**config.mk**
```make
export PLATFORM = sky130hd
export DESIGN_NAME = mips_decoder
export DESIGN_NICKNAME = d
export VERILOG_FILES = /design/src/rtl/mips_decoder.sv
export SDC_FILE = /design/constraint.sdc
export NUM_CORES = 1
export LEC_CHECK = 0
export CORE_UTILIZATION = 25
export DETAILED_ROUTE_END_ITERATION = 16
export PLACE_DENSITY = 0.78
export SLEW_MARGIN = 15
export SYNTH_ARGS = -nofsm -noshare
export SYNTH_HDL_FRONTEND = slang
export SYNTH_SLANG_ARGS = --single-unit
export TNS_END_PERCENT = 1
```
**constraint.sdc**
```tcl
create_clock -name vclk -period 2.47
set_input_delay 0.3705 -clock vclk [all_inputs]
set_output_delay 0.3705 -clock vclk [all_outputs]
set_load 0.1 [all_outputs]
```
**src/rtl/mips_decoder.sv**
```systemverilog
// MIPS-subset instruction decoder: zero-latency combinational controls, no backpressure.
// Optional sticky illegal-instruction flag built when DECODE_STICKY_ILLEGAL_EN is defined.
module mips_decoder (
    input  logic        clk,
    input  logic        reset,
    input  logic [31:0] instr,
    output logic        RegWrite,
    output logic [4:0]  A3,
    output logic [1:0]  RegDst,
    output logic [3:0]  EXTOp,
    output logic [2:0]  NPCOp,
    output logic [2:0]  ALUOp,
    output logic        ALUSrc,
    output logic        MemWrite,
    output logic [1:0]  WDSel,
    output logic        illegal,
    output logic        illegal_seen
);

    localparam logic [5:0] OP_RTYPE = 6'h00;
    localparam logic [5:0] OP_J     = 6'h02;
    localparam logic [5:0] OP_JAL   = 6'h03;
    localparam logic [5:0] OP_BEQ   = 6'h04;
    localparam logic [5:0] OP_ORI   = 6'h0D;
    localparam logic [5:0] OP_LUI   = 6'h0F;
    localparam logic [5:0] OP_LW    = 6'h23;
    localparam logic [5:0] OP_SW    = 6'h2B;

    localparam logic [5:0] FN_NOP   = 6'h00;
    localparam logic [5:0] FN_JR    = 6'h08;
    localparam logic [5:0] FN_ADDU  = 6'h21;
    localparam logic [5:0] FN_SUBU  = 6'h23;

    localparam logic [3:0] EXT_ZERO = 4'd0;
    localparam logic [3:0] EXT_SIGN = 4'd1;
    localparam logic [3:0] EXT_HIGH = 4'd2;
    localparam logic [3:0] EXT_NONE = 4'd15;

    localparam logic [2:0] NPC_SEQ  = 3'd0;
    localparam logic [2:0] NPC_B    = 3'd1;
    localparam logic [2:0] NPC_J    = 3'd2;
    localparam logic [2:0] NPC_R    = 3'd3;

    localparam logic [2:0] ALU_ADD  = 3'd0;
    localparam logic [2:0] ALU_SUB  = 3'd1;
    localparam logic [2:0] ALU_OR   = 3'd2;
    localparam logic [2:0] ALU_PASS = 3'd3;

    localparam logic [1:0] DST_RT   = 2'd0;
    localparam logic [1:0] DST_RD   = 2'd1;
    localparam logic [1:0] DST_RA   = 2'd2;

    localparam logic [1:0] WD_ALU   = 2'd0;
    localparam logic [1:0] WD_DM    = 2'd1;
    localparam logic [1:0] WD_PC8   = 2'd2;

    logic [5:0] op;
    logic [4:0] rt;
    logic [4:0] rd;
    logic [5:0] funct;

    assign op    = instr[31:26];
    assign rt    = instr[20:16];
    assign rd    = instr[15:11];
    assign funct = instr[5:0];

    // rs, shamt and the immediate are consumed by other pipeline blocks, not here.
    logic unused_instr_bits;
    assign unused_instr_bits = &{1'b0, instr[25:21], instr[10:6]};

    always_comb begin
        RegWrite = 1'b0;
        RegDst   = DST_RT;
        EXTOp    = EXT_ZERO;
        NPCOp    = NPC_SEQ;
        ALUOp    = ALU_ADD;
        ALUSrc   = 1'b0;
        MemWrite = 1'b0;
        WDSel    = WD_ALU;
        illegal  = 1'b0;

        unique case (op)
            OP_RTYPE: begin
                unique case (funct)
                    FN_ADDU: begin
                        RegWrite = 1'b1;
                        RegDst   = DST_RD;
                        EXTOp    = EXT_NONE;
                        ALUOp    = ALU_ADD;
                    end
                    FN_SUBU: begin
                        RegWrite = 1'b1;
                        RegDst   = DST_RD;
                        EXTOp    = EXT_NONE;
                        ALUOp    = ALU_SUB;
                    end
                    FN_JR: begin
                        NPCOp = NPC_R;
                    end
                    FN_NOP: begin
                        EXTOp = EXT_NONE;
                    end
                    default: begin
                        illegal = 1'b1;
                        EXTOp   = EXT_NONE;
                    end
                endcase
            end
            OP_ORI: begin
                RegWrite = 1'b1;
                RegDst   = DST_RT;
                EXTOp    = EXT_ZERO;
                ALUSrc   = 1'b1;
                ALUOp    = ALU_OR;
            end
            OP_LUI: begin
                RegWrite = 1'b1;
                RegDst   = DST_RT;
                EXTOp    = EXT_HIGH;
                ALUSrc   = 1'b1;
                ALUOp    = ALU_PASS;
            end
            OP_LW: begin
                RegWrite = 1'b1;
                RegDst   = DST_RT;
                EXTOp    = EXT_SIGN;
                ALUSrc   = 1'b1;
                ALUOp    = ALU_ADD;
                WDSel    = WD_DM;
            end
            OP_SW: begin
                MemWrite = 1'b1;
                EXTOp    = EXT_SIGN;
                ALUSrc   = 1'b1;
                ALUOp    = ALU_ADD;
            end
            OP_BEQ: begin
                NPCOp = NPC_B;
                EXTOp = EXT_SIGN;
                ALUOp = ALU_SUB;
            end
            OP_J: begin
                NPCOp = NPC_J;
            end
            OP_JAL: begin
                NPCOp    = NPC_J;
                RegWrite = 1'b1;
                RegDst   = DST_RA;
                WDSel    = WD_PC8;
            end
            default: begin
                illegal = 1'b1;
                EXTOp   = EXT_NONE;
            end
        endcase
    end

    // Non-writing instructions report A3=0 so hazard logic never matches them.
    always_comb begin
        A3 = 5'd0;
        if (RegWrite) begin
            unique case (RegDst)
                DST_RD:  A3 = rd;
                DST_RA:  A3 = 5'd31;
                default: A3 = rt;
            endcase
        end
    end

`ifdef DECODE_STICKY_ILLEGAL_EN
    logic illegal_seen_q;
    logic illegal_seen_d;

    always_comb begin
        illegal_seen_d = illegal_seen_q | illegal;
        if (reset) begin
            illegal_seen_d = 1'b0;
        end
    end

    always_ff @(posedge clk) begin
        illegal_seen_q <= illegal_seen_d;
    end

    assign illegal_seen = illegal_seen_q;
`else
    logic unused_clk_reset;
    assign unused_clk_reset = &{1'b0, clk, reset};
    assign illegal_seen     = 1'b0;
`endif

endmodule

```
==> impl_metrics.env, run 1 <==
export IMPL_post_synth_main_area_contributors="sky130_fd_sc_hd__a221oi_1, sky130_fd_sc_hd__inv_1, sky130_fd_sc_hd__nand2_1, sky130_fd_sc_hd__buf_4, sky130_fd_sc_hd__nand3b_1"
export IMPL_grt_first_pass_wirelength_mm=3.71
export IMPL_layout_filler_cells=111
export IMPL_drt_pass1_iterations=4
export IMPL_cp_max_fo=4
export IMPL_yosys_cell_types_count=31
export IMPL_criticalPathCategory="input port to output port"
export IMPL_total_power_mw=0.229
export IMPL_gr_usage_all_layers_pct=24.4
export IMPL_synth_top_cells_by_count="sky130_fd_sc_hd__inv_1, sky130_fd_sc_hd__nand2_1, sky130_fd_sc_hd__nor2_1"
export IMPL_post_route_worst_setup_slack_ps=-224
export IMPL_cp_required_ps=2100
export IMPL_synth_largest_type_area_fraction_pct=9.16
export IMPL_detail_route_iter0_violations=10
export IMPL_avgSynthCellArea_um2=6.46
export IMPL_post_drt_via_cell_ratio=4.99
export IMPL_cp_cell_sequence="buf_6, or4_4, nor4_4, ha_4, buf_6, nor2_4, buf_12, a221oi_4, buf_12"
export IMPL_crit_path_start_kind="input port"
export IMPL_status="finished, violations left"
export IMPL_die_height_um=45.7
export IMPL_syn_area_um2=478
export IMPL_post_route_util_pct=82.6
export IMPL_vdd_drop_max_v=0.000118
export IMPL_maximum_number_of_pins_on_one_net_before_global_route_repair=11
export IMPL_p_seq_share_pct=0
export IMPL_synthesis_yosys_warnings=0
export IMPL_grt_remaining_overflow=0
export IMPL_area_growth_syn_to_layout_pct=205
export IMPL_number_of_standard_cells_after_synthesis=74
export IMPL_place_ws_ps=-681
export IMPL_nets=174
export IMPL_layout_clock_buffers=0
export IMPL_internal_power_mw=0.0909
export IMPL_slowest_stage="sky130_fd_sc_hd__or4_4"
export IMPL_worst_hold_path_endpoint="MemWrite"
export IMPL_layout_worst_path_cycle_share_pct=109
export IMPL_post_route_min_period_ps=2690
export IMPL_postCtsHoldBufs=0
export IMPL_combPwrFrac_pct=100.0
export IMPL_post_route_drc_count=0
export IMPL_routabilityCongestion=0.908
export IMPL_power_static_leakage_nw=0.599
export IMPL_max_stage_delay_ps=570
export IMPL_failed_checks="setup timing"
export IMPL_min_from="instr[28]"
export IMPL_final_max_slew_violation_count=0
export IMPL_holdCritPathClass="input port to output port"
export IMPL_wl_per_cell_um=15.4
export IMPL_arrival_ps=2320
export IMPL_fmax_ghz=0.371
export IMPL_layout_drive_gt1_share_pct=50.0
export IMPL_first_global_vias=828
export IMPL_routed_via_count=804
export IMPL_finalHoldViolCount=0
export IMPL_numPortBuffers=43
export IMPL_setup_viol=7
export IMPL_synth_sequential_area_ratio_pct=0
export IMPL_total_wirelength_mm=2.48
export IMPL_fin_area_um2=1460
export IMPL_dpl_instance_area_um2=1360
export IMPL_grt_antenna_before_repair=0
export IMPL_insertedDiodeCount=0
export IMPL_fin_tns_setup_ps=-1090
export IMPL_placeableCoreArea_um2=1760
export IMPL_clkPwrFrac_pct=0
export IMPL_synthMostInstantiatedCell="sky130_fd_sc_hd__inv_1"
export IMPL_floorplan_die_width_um=45.7
export IMPL_pwr_density_cell_nw_per_um2=157
export IMPL_layout_sequential_cells=0
export IMPL_floorplan_initialDensity_pct=27.1
export IMPL_postRouteAntennaNets=0
export IMPL_register_area_um2=0
export IMPL_p_sw_share_pct=60.3
export IMPL_yosys_area_top_type="sky130_fd_sc_hd__a221oi_1"
export IMPL_end_kind="output port"
export IMPL_rows=15
export IMPL_boundaryPins=58
export IMPL_dp_hpwl_mm=1.77
export IMPL_rsz_0062_raised_after_global_routing="true"
export IMPL_net_switching_mw=0.138
export IMPL_drv_max_cap_violation_count=0
export IMPL_timing_hold_worst_path_depth=5
export IMPL_floorplan_die_area_um2=2090
export IMPL_multi_input_comb_area_um2=534
==> repair_timing <==
item | CTS | global route
setup endpoints to repair | 12 | 12
setup buffers | 4 | 0
pin swaps | 12 | 0
gates resized for setup | 35 | 3
==> worst max path at each step <==
stage                       end  startpoint  cells after the start
after floorplan           A3[0]   instr[29]                      7
after global placement    A3[3]   instr[30]                      7
after detailed placement  A3[3]   instr[30]                      7
after CTS                 A3[3]   instr[29]                      7
after global routing      A3[3]   instr[29]                      9
final                     A3[1]   instr[29]                      9
==> worst max-delay path, delay by kind of cell <==
kind	cells	cell delay [ps]
buf+inv	4	530
simple gates	3	940
compound gates	1	270
fa+ha+maj	1	200
==> metal layers <==
metal	wire, um	track usage [%]	share of wire [%]
met1	826	21.9	33
met2	1500	55.4	61
met3	128	2.78	5.2
met4	22	3.53	0.89
met5	0	0	0
==> layout make-up <==
cell class / instances / area share [%]
timing repair buffer: 67 / 58.4
multi-input combinational: 58 / 36.7
inverter: 11 / 2.83
tap: 25 / 2.15
==> cells by family (layout without fill, tap and decap cells) <==
logic type / count (synthesis) / in the layout / synth area share (%)
AO/OA/AOI/OAI: 17 / 17 / 29.1
buffers and inverters: 18 / 78 / 20.4
AND/OR/NAND/NOR: 36 / 36 / 44.5
adder cells (fa/ha/maj): 2 / 2 / 5.23
other: 1 / 3 / 0.785
==> layout by cell type (no fill, tap or decap), types with 4 or more instances in the layout <==
| cell | synthesis | layout |
|---|---|---|
| sky130_fd_sc_hd__dlygate4sd2_1 | 0 | 4 |
| sky130_fd_sc_hd__buf_6 | 2 | 6 |
| sky130_fd_sc_hd__inv_1 | 11 | 9 |
| sky130_fd_sc_hd__buf_4 | 4 | 18 |
| sky130_fd_sc_hd__nor2_1 | 6 | 4 |
| sky130_fd_sc_hd__a221oi_4 | 0 | 5 |
| sky130_fd_sc_hd__nand2_1 | 9 | 8 |
| sky130_fd_sc_hd__nand3b_1 | 4 | 4 |
| sky130_fd_sc_hd__buf_12 | 0 | 22 |
| sky130_fd_sc_hd__clkdlybuf4s50_1 | 0 | 13 |
==> power by group through the flow <==
stage | registers [mW] | logic [mW] | clock network [mW]
after floorplan | 0 | 0.128 | 0
after global placement | 0 | 0.218 | 0
after detailed placement | 0 | 0.222 | 0
after CTS | 0 | 0.225 | 0
after global routing | 0 | 0.237 | 0
final | 0 | 0.229 | 0
==> through the flow <==
stage / std cells / hold WS (ps)
finish: 161 / 1300
global route: 161 / 1320
CTS: 161 / 1300
detailed placement: 157 / 1480
global placement: 157 / 1460
floorplan: 76 / 1020
Power figures use the tool's default switching activity.
==> inputs of run 2 (changes only) <==
Settings changed: CELL_PAD_IN_SITES_DETAIL_PLACEMENT from default to 1, CELL_PAD_IN_SITES_GLOBAL_PLACEMENT from default to 1, CORE_ASPECT_RATIO from default to 1.2, CORE_UTILIZATION 25 to 15, PLACE_DENSITY 0.78 to 0.79.
==> run 2 against run 1 <==
Effect of this change:
- the flow still finishes with violations (setup timing)
- routed wire length rose by 0.44%
- worst setup slack worse by 3.0 ps
- final cell count up 5.6%
- global-route usage down 8.9 points
- die area rose by 63%
- design area fell by 1.7%
- critical path depth fell by 2
- combinational power decreased by 2%
- sequential share of layout area is the same
- largest power group unchanged
- highest routed layer unchanged
==> impl_metrics.env, run 2 (synthesis gave the netlist of run 1 again) <==
export IMPL_floorplan_die_area_um2=3420
export IMPL_grt_antenna_before_repair=0
export IMPL_maximum_number_of_pins_on_one_net_before_global_route_repair=11
export IMPL_fmax_ghz=0.371
export IMPL_layout_sequential_cells=0
export IMPL_criticalPathCategory="input port to output port"
export IMPL_floorplan_die_width_um=53.5
export IMPL_drv_max_cap_violation_count=0
export IMPL_layout_filler_cells=354
export IMPL_worst_hold_slack_ps=1220
export IMPL_grt_remaining_overflow=0
export IMPL_grt_use_met2_pct=32.7
export IMPL_p_sw_share_pct=60.4
export IMPL_post_route_worst_setup_slack_ps=-227
export IMPL_status="finished, violations left"
export IMPL_area_growth_syn_to_layout_pct=200
export IMPL_drt_pass1_iterations=3
export IMPL_post_route_min_period_ps=2700
export IMPL_die_height_um=63.8
export IMPL_total_power_mw=0.225
export IMPL_place_ws_ps=-686
export IMPL_rsz_0062_raised_after_global_routing="true"
export IMPL_post_drt_via_cell_ratio=4.56
export IMPL_routed_via_count=776
export IMPL_setup_viol=5
export IMPL_cp_max_fo=5
export IMPL_placeableCoreArea_um2=3060
export IMPL_numPortBuffers=43
export IMPL_register_area_um2=0
export IMPL_net_switching_mw=0.136
export IMPL_routabilityCongestion=0.837
export IMPL_multi_input_comb_area_um2=517
export IMPL_holdCritPathClass="input port to output port"
export IMPL_layout_drive_gt1_share_pct=48.5
export IMPL_end_kind="output port"
export IMPL_wl_per_cell_um=14.6
export IMPL_power_static_leakage_nw=0.582
export IMPL_postCtsHoldBufs=0
export IMPL_pwr_density_cell_nw_per_um2=157
export IMPL_crit_path_start_kind="input port"
export IMPL_layout_clock_buffers=0
export IMPL_groute_layer_met1_usage_pct=15.3
export IMPL_layout_common_cells="sky130_fd_sc_hd__buf_12, sky130_fd_sc_hd__buf_4, sky130_fd_sc_hd__clkdlybuf4s50_1"
export IMPL_first_global_vias=862
export IMPL_fin_tns_setup_ps=-1080
export IMPL_postRouteAntennaNets=0
export IMPL_post_route_drc_count=0
export IMPL_total_wirelength_mm=2.49
export IMPL_boundaryPins=58
export IMPL_combPwrFrac_pct=100.0
export IMPL_final_max_slew_violation_count=0
export IMPL_detail_route_iter0_violations=10
export IMPL_p_seq_share_pct=0
export IMPL_insertedDiodeCount=0
export IMPL_nets=172
export IMPL_gr_usage_all_layers_pct=15.4
export IMPL_cp_required_ps=2100
export IMPL_mostFrequentLayoutCell="sky130_fd_sc_hd__buf_12"
export IMPL_layout_worst_path_cycle_share_pct=109
export IMPL_vdd_drop_max_v=0.0000811
export IMPL_failed_checks="setup timing"
export IMPL_internal_power_mw=0.0893
export IMPL_finalHoldViolCount=0
export IMPL_rows=22
export IMPL_grt_met3_usage_pct=2.14
export IMPL_gr_max_usage_layer="met2"
export IMPL_arrival_ps=2330
export IMPL_dp_hpwl_mm=2.06
export IMPL_clkPwrFrac_pct=0
export IMPL_floorplan_initialDensity_pct=15.6
export IMPL_grt_first_pass_wirelength_mm=4.03
## run 2: what timing repair did
| item | in CTS | in global routing |
|---|---|---|
| resized for setup | 31 | 3 |
| buffers inserted | 3 | 0 |
| pin swaps | 7 | 0 |
| setup endpoints to repair | 12 | 7 |
| cloned | 0 | 0 |
## run 2: layer usage
metal  vias up  wire, um
met1       352       837
met4         0        10
li1        382         -
met3         2       242
met2        40      1400
met5         -         0
## run 2: layout make-up
class                           instances  area share, %
Timing Repair Buffer                   65           57.9
Multi-Input combinational cell         58           36.1
Tap cell                               36           3.14
Inverter                               11           2.88
## run 2: metrics by stage
step                      cell area, um^2  instances  util, %
after floorplan                       587         76        -
after detailed placement             1370        167     44.8
after global placement               1370        167     44.8
after CTS                            1430        170     46.7
after global routing                 1430        170     46.9
final                                1430        170     46.9
## run 2: critical path, cell delays in order
cell,delay (ps)
sky130_fd_sc_hd__buf_6,90
sky130_fd_sc_hd__or4_4,570
sky130_fd_sc_hd__nor4_4,320
sky130_fd_sc_hd__ha_4,270
sky130_fd_sc_hd__buf_8,150
sky130_fd_sc_hd__a221oi_4,330
sky130_fd_sc_hd__buf_12,210
## run 2: worst paths after layout
kind,startpoint,endpoint,slack (ps),cells after the start
setup / recovery,instr[29],A3[2],-230,7
hold / removal,instr[29],NPCOp[1],1220,4
## run 2: power groups by stage
stage	clock network [mW]	registers, mW	logic (mW)
final	0	0	0.225
after global routing	0	0	0.236
after CTS	0	0	0.226
after detailed placement	0	0	0.224
after global placement	0	0	0.220
after floorplan	0	0	0.128
==> inputs of run 3 (changes only) <==
Settings changed: CELL_PAD_IN_SITES_DETAIL_PLACEMENT 1 to default, CELL_PAD_IN_SITES_GLOBAL_PLACEMENT 1 to default, CORE_UTILIZATION 15 to 25, PLACE_DENSITY 0.79 to 0.78.
==> run 3 against run 2 <==
Effect of this change:
- the flow still finishes with violations (setup timing)
- utilization is 38 points higher
- final cell count down 11%
- flip-flop and latch count is the same
==> impl_metrics.env, run 3 (synthesis gave the netlist of run 1 again) <==
export IMPL_rows=16
export IMPL_net_switching_mw=0.139
export IMPL_floorplan_die_width_um=41.9
export IMPL_dp_cells=150
export IMPL_post_route_worst_setup_slack_ps=-222
export IMPL_register_area_um2=0
export IMPL_layout_worst_path_cycle_share_pct=109
export IMPL_rsz_0062_raised_after_global_routing="true"
export IMPL_grt_antenna_before_repair=0
export IMPL_die_height_um=49.9
export IMPL_total_wirelength_mm=2.34
export IMPL_clkPwrFrac_pct=0
export IMPL_instances_no_fill=152
export IMPL_maximum_number_of_pins_on_one_net_before_global_route_repair=11
export IMPL_area_growth_syn_to_layout_pct=201
export IMPL_cp_max_fo=5
export IMPL_layout_clock_buffers=0
export IMPL_boundaryPins=58
export IMPL_pwr_density_cell_nw_per_um2=159
export IMPL_floorplan_initialDensity_pct=28.1
export IMPL_topRoutingLayerUsed="met4"
export IMPL_max_stage_delay_ps=580
export IMPL_numPortBuffers=43
export IMPL_crit_top_cell="sky130_fd_sc_hd__buf_6"
export IMPL_postRouteAntennaNets=0
export IMPL_fin_area_um2=1440
export IMPL_post_drt_via_cell_ratio=5.20
export IMPL_wl_per_cell_um=15.4
export IMPL_layout_common_cells="sky130_fd_sc_hd__buf_12, sky130_fd_sc_hd__buf_4, sky130_fd_sc_hd__clkdlybuf4s50_1"
export IMPL_crit_path_start_kind="input port"
export IMPL_postCtsHoldBufs=0
export IMPL_cp_top_family="simple AND/OR/NAND/NOR gates"
export IMPL_min_from="instr[30]"
export IMPL_p_sw_share_pct=60.8
export IMPL_combPwrFrac_pct=100.0
export IMPL_met3_wl_post_dr_um=140
export IMPL_layout_sequential_cells=0
export IMPL_holdCritPathClass="input port to output port"
export IMPL_post_route_drc_count=0
export IMPL_timing_critical_path_buf_inv=3
export IMPL_worst_hold_slack_ps=1220
export IMPL_vdd_drop_max_v=0.000178
export IMPL_drv_max_cap_violation_count=0
export IMPL_finalHoldViolCount=0
export IMPL_criticalPathCategory="input port to output port"
export IMPL_dp_hpwl_mm=1.83
export IMPL_gr_usage_all_layers_pct=22.6
export IMPL_nets=172
export IMPL_first_global_vias=802
export IMPL_internal_power_mw=0.0894
export IMPL_p_seq_share_pct=0
export IMPL_dpl_instance_area_um2=1350
export IMPL_fmax_ghz=0.372
export IMPL_end_kind="output port"
export IMPL_setup_viol=6
export IMPL_placeableCoreArea_um2=1700
export IMPL_routed_wl_met2_mm=1.38
export IMPL_timing_hold_worst_path_depth=4
export IMPL_cp_cell_sequence="buf_6, or4_4, nor4_4, ha_4, buf_6, a221oi_4, buf_12"
export IMPL_failed_checks="setup timing"
export IMPL_post_route_util_pct=84.4
export IMPL_grt_first_pass_wirelength_mm=3.77
export IMPL_post_route_min_period_ps=2690
export IMPL_grt_remaining_overflow=0
export IMPL_routed_via_count=790
export IMPL_insertedDiodeCount=0
export IMPL_drt_pass1_iterations=4
export IMPL_detail_route_iter0_violations=14
export IMPL_arrival_ps=2320
export IMPL_worst_hold_path_endpoint="ALUSrc"
export IMPL_mostFrequentLayoutCell="sky130_fd_sc_hd__buf_12"
export IMPL_status="finished, violations left"
export IMPL_power_static_leakage_nw=0.601
export IMPL_met1_length_um=788
export IMPL_final_max_slew_violation_count=0
export IMPL_layout_drive_gt1_share_pct=50.0
export IMPL_slowest_stage="sky130_fd_sc_hd__or4_4"
export IMPL_cp_required_ps=2100
export IMPL_tightest_slew_ps=478
export IMPL_floorplan_die_area_um2=2090
export IMPL_slew_limit_headroom_pct=67.6
export IMPL_routabilityCongestion=0.846
-- run 3: how the worst max path moves through the flow --
stage / startpoint / endpoint / slack [ps] / cells after the start
CTS: instr[26] / A3[2] / -250 / 11
global route: instr[30] / A3[2] / -270 / 7
detailed placement: instr[30] / A3[3] / -670 / 7
floorplan: instr[29] / A3[0] / -1840 / 7
global placement: instr[30] / A3[3] / -600 / 7
finish: instr[30] / A3[2] / -220 / 7
-- run 3: cell type report --
type               instances  area [um^2]
fillers                   92          265
inverters                 11         41.3
multi-input cells         58          548
well taps                 18         22.5
repair buffers            65          825
-- run 3: per-layer routing --
metal / track usage, % / vias to the layer above
li1: - / 386
met1: 21.7 / 358
met2: 50.8 / 42
met3: 1.47 / 4
met4: 2.15 / 0
met5: 0 / -
-- run 3: per-stage QoR --
step / TNS (ps) / power [mW] / setup slack (ps)
2_1_floorplan: -19130 / 0.128 / -1840
3_3_place_gp: -4420 / 0.219 / -603
4_1_cts: -1190 / 0.225 / -249
5_1_grt: -1570 / 0.237 / -266
6_report: -1070 / 0.228 / -222
3_5_place_dp: -5000 / 0.223 / -667
-- run 3: power by group through the flow --
stage | sequential [mW] | clock [mW] | combinational (mW)
floorplan | 0 | 0 | 0.128
CTS | 0 | 0 | 0.225
detailed placement | 0 | 0 | 0.223
global route | 0 | 0 | 0.237
global placement | 0 | 0 | 0.219
finish | 0 | 0 | 0.228
-- run 3: worst min-delay path: cells and delay by family --
| family | cells | cell delay [ps] |
|---|---|---|
| buffers and inverters | 3 | 390 |
| AOI/OAI and AO/OA | 1 | 90 |
-- run 3: repair_timing --
item	CTS	global route
pin swaps	9	6
setup buffers	3	0
endpoints found under the setup margin	12	12
gates cloned	0	0
resized for setup	28	9
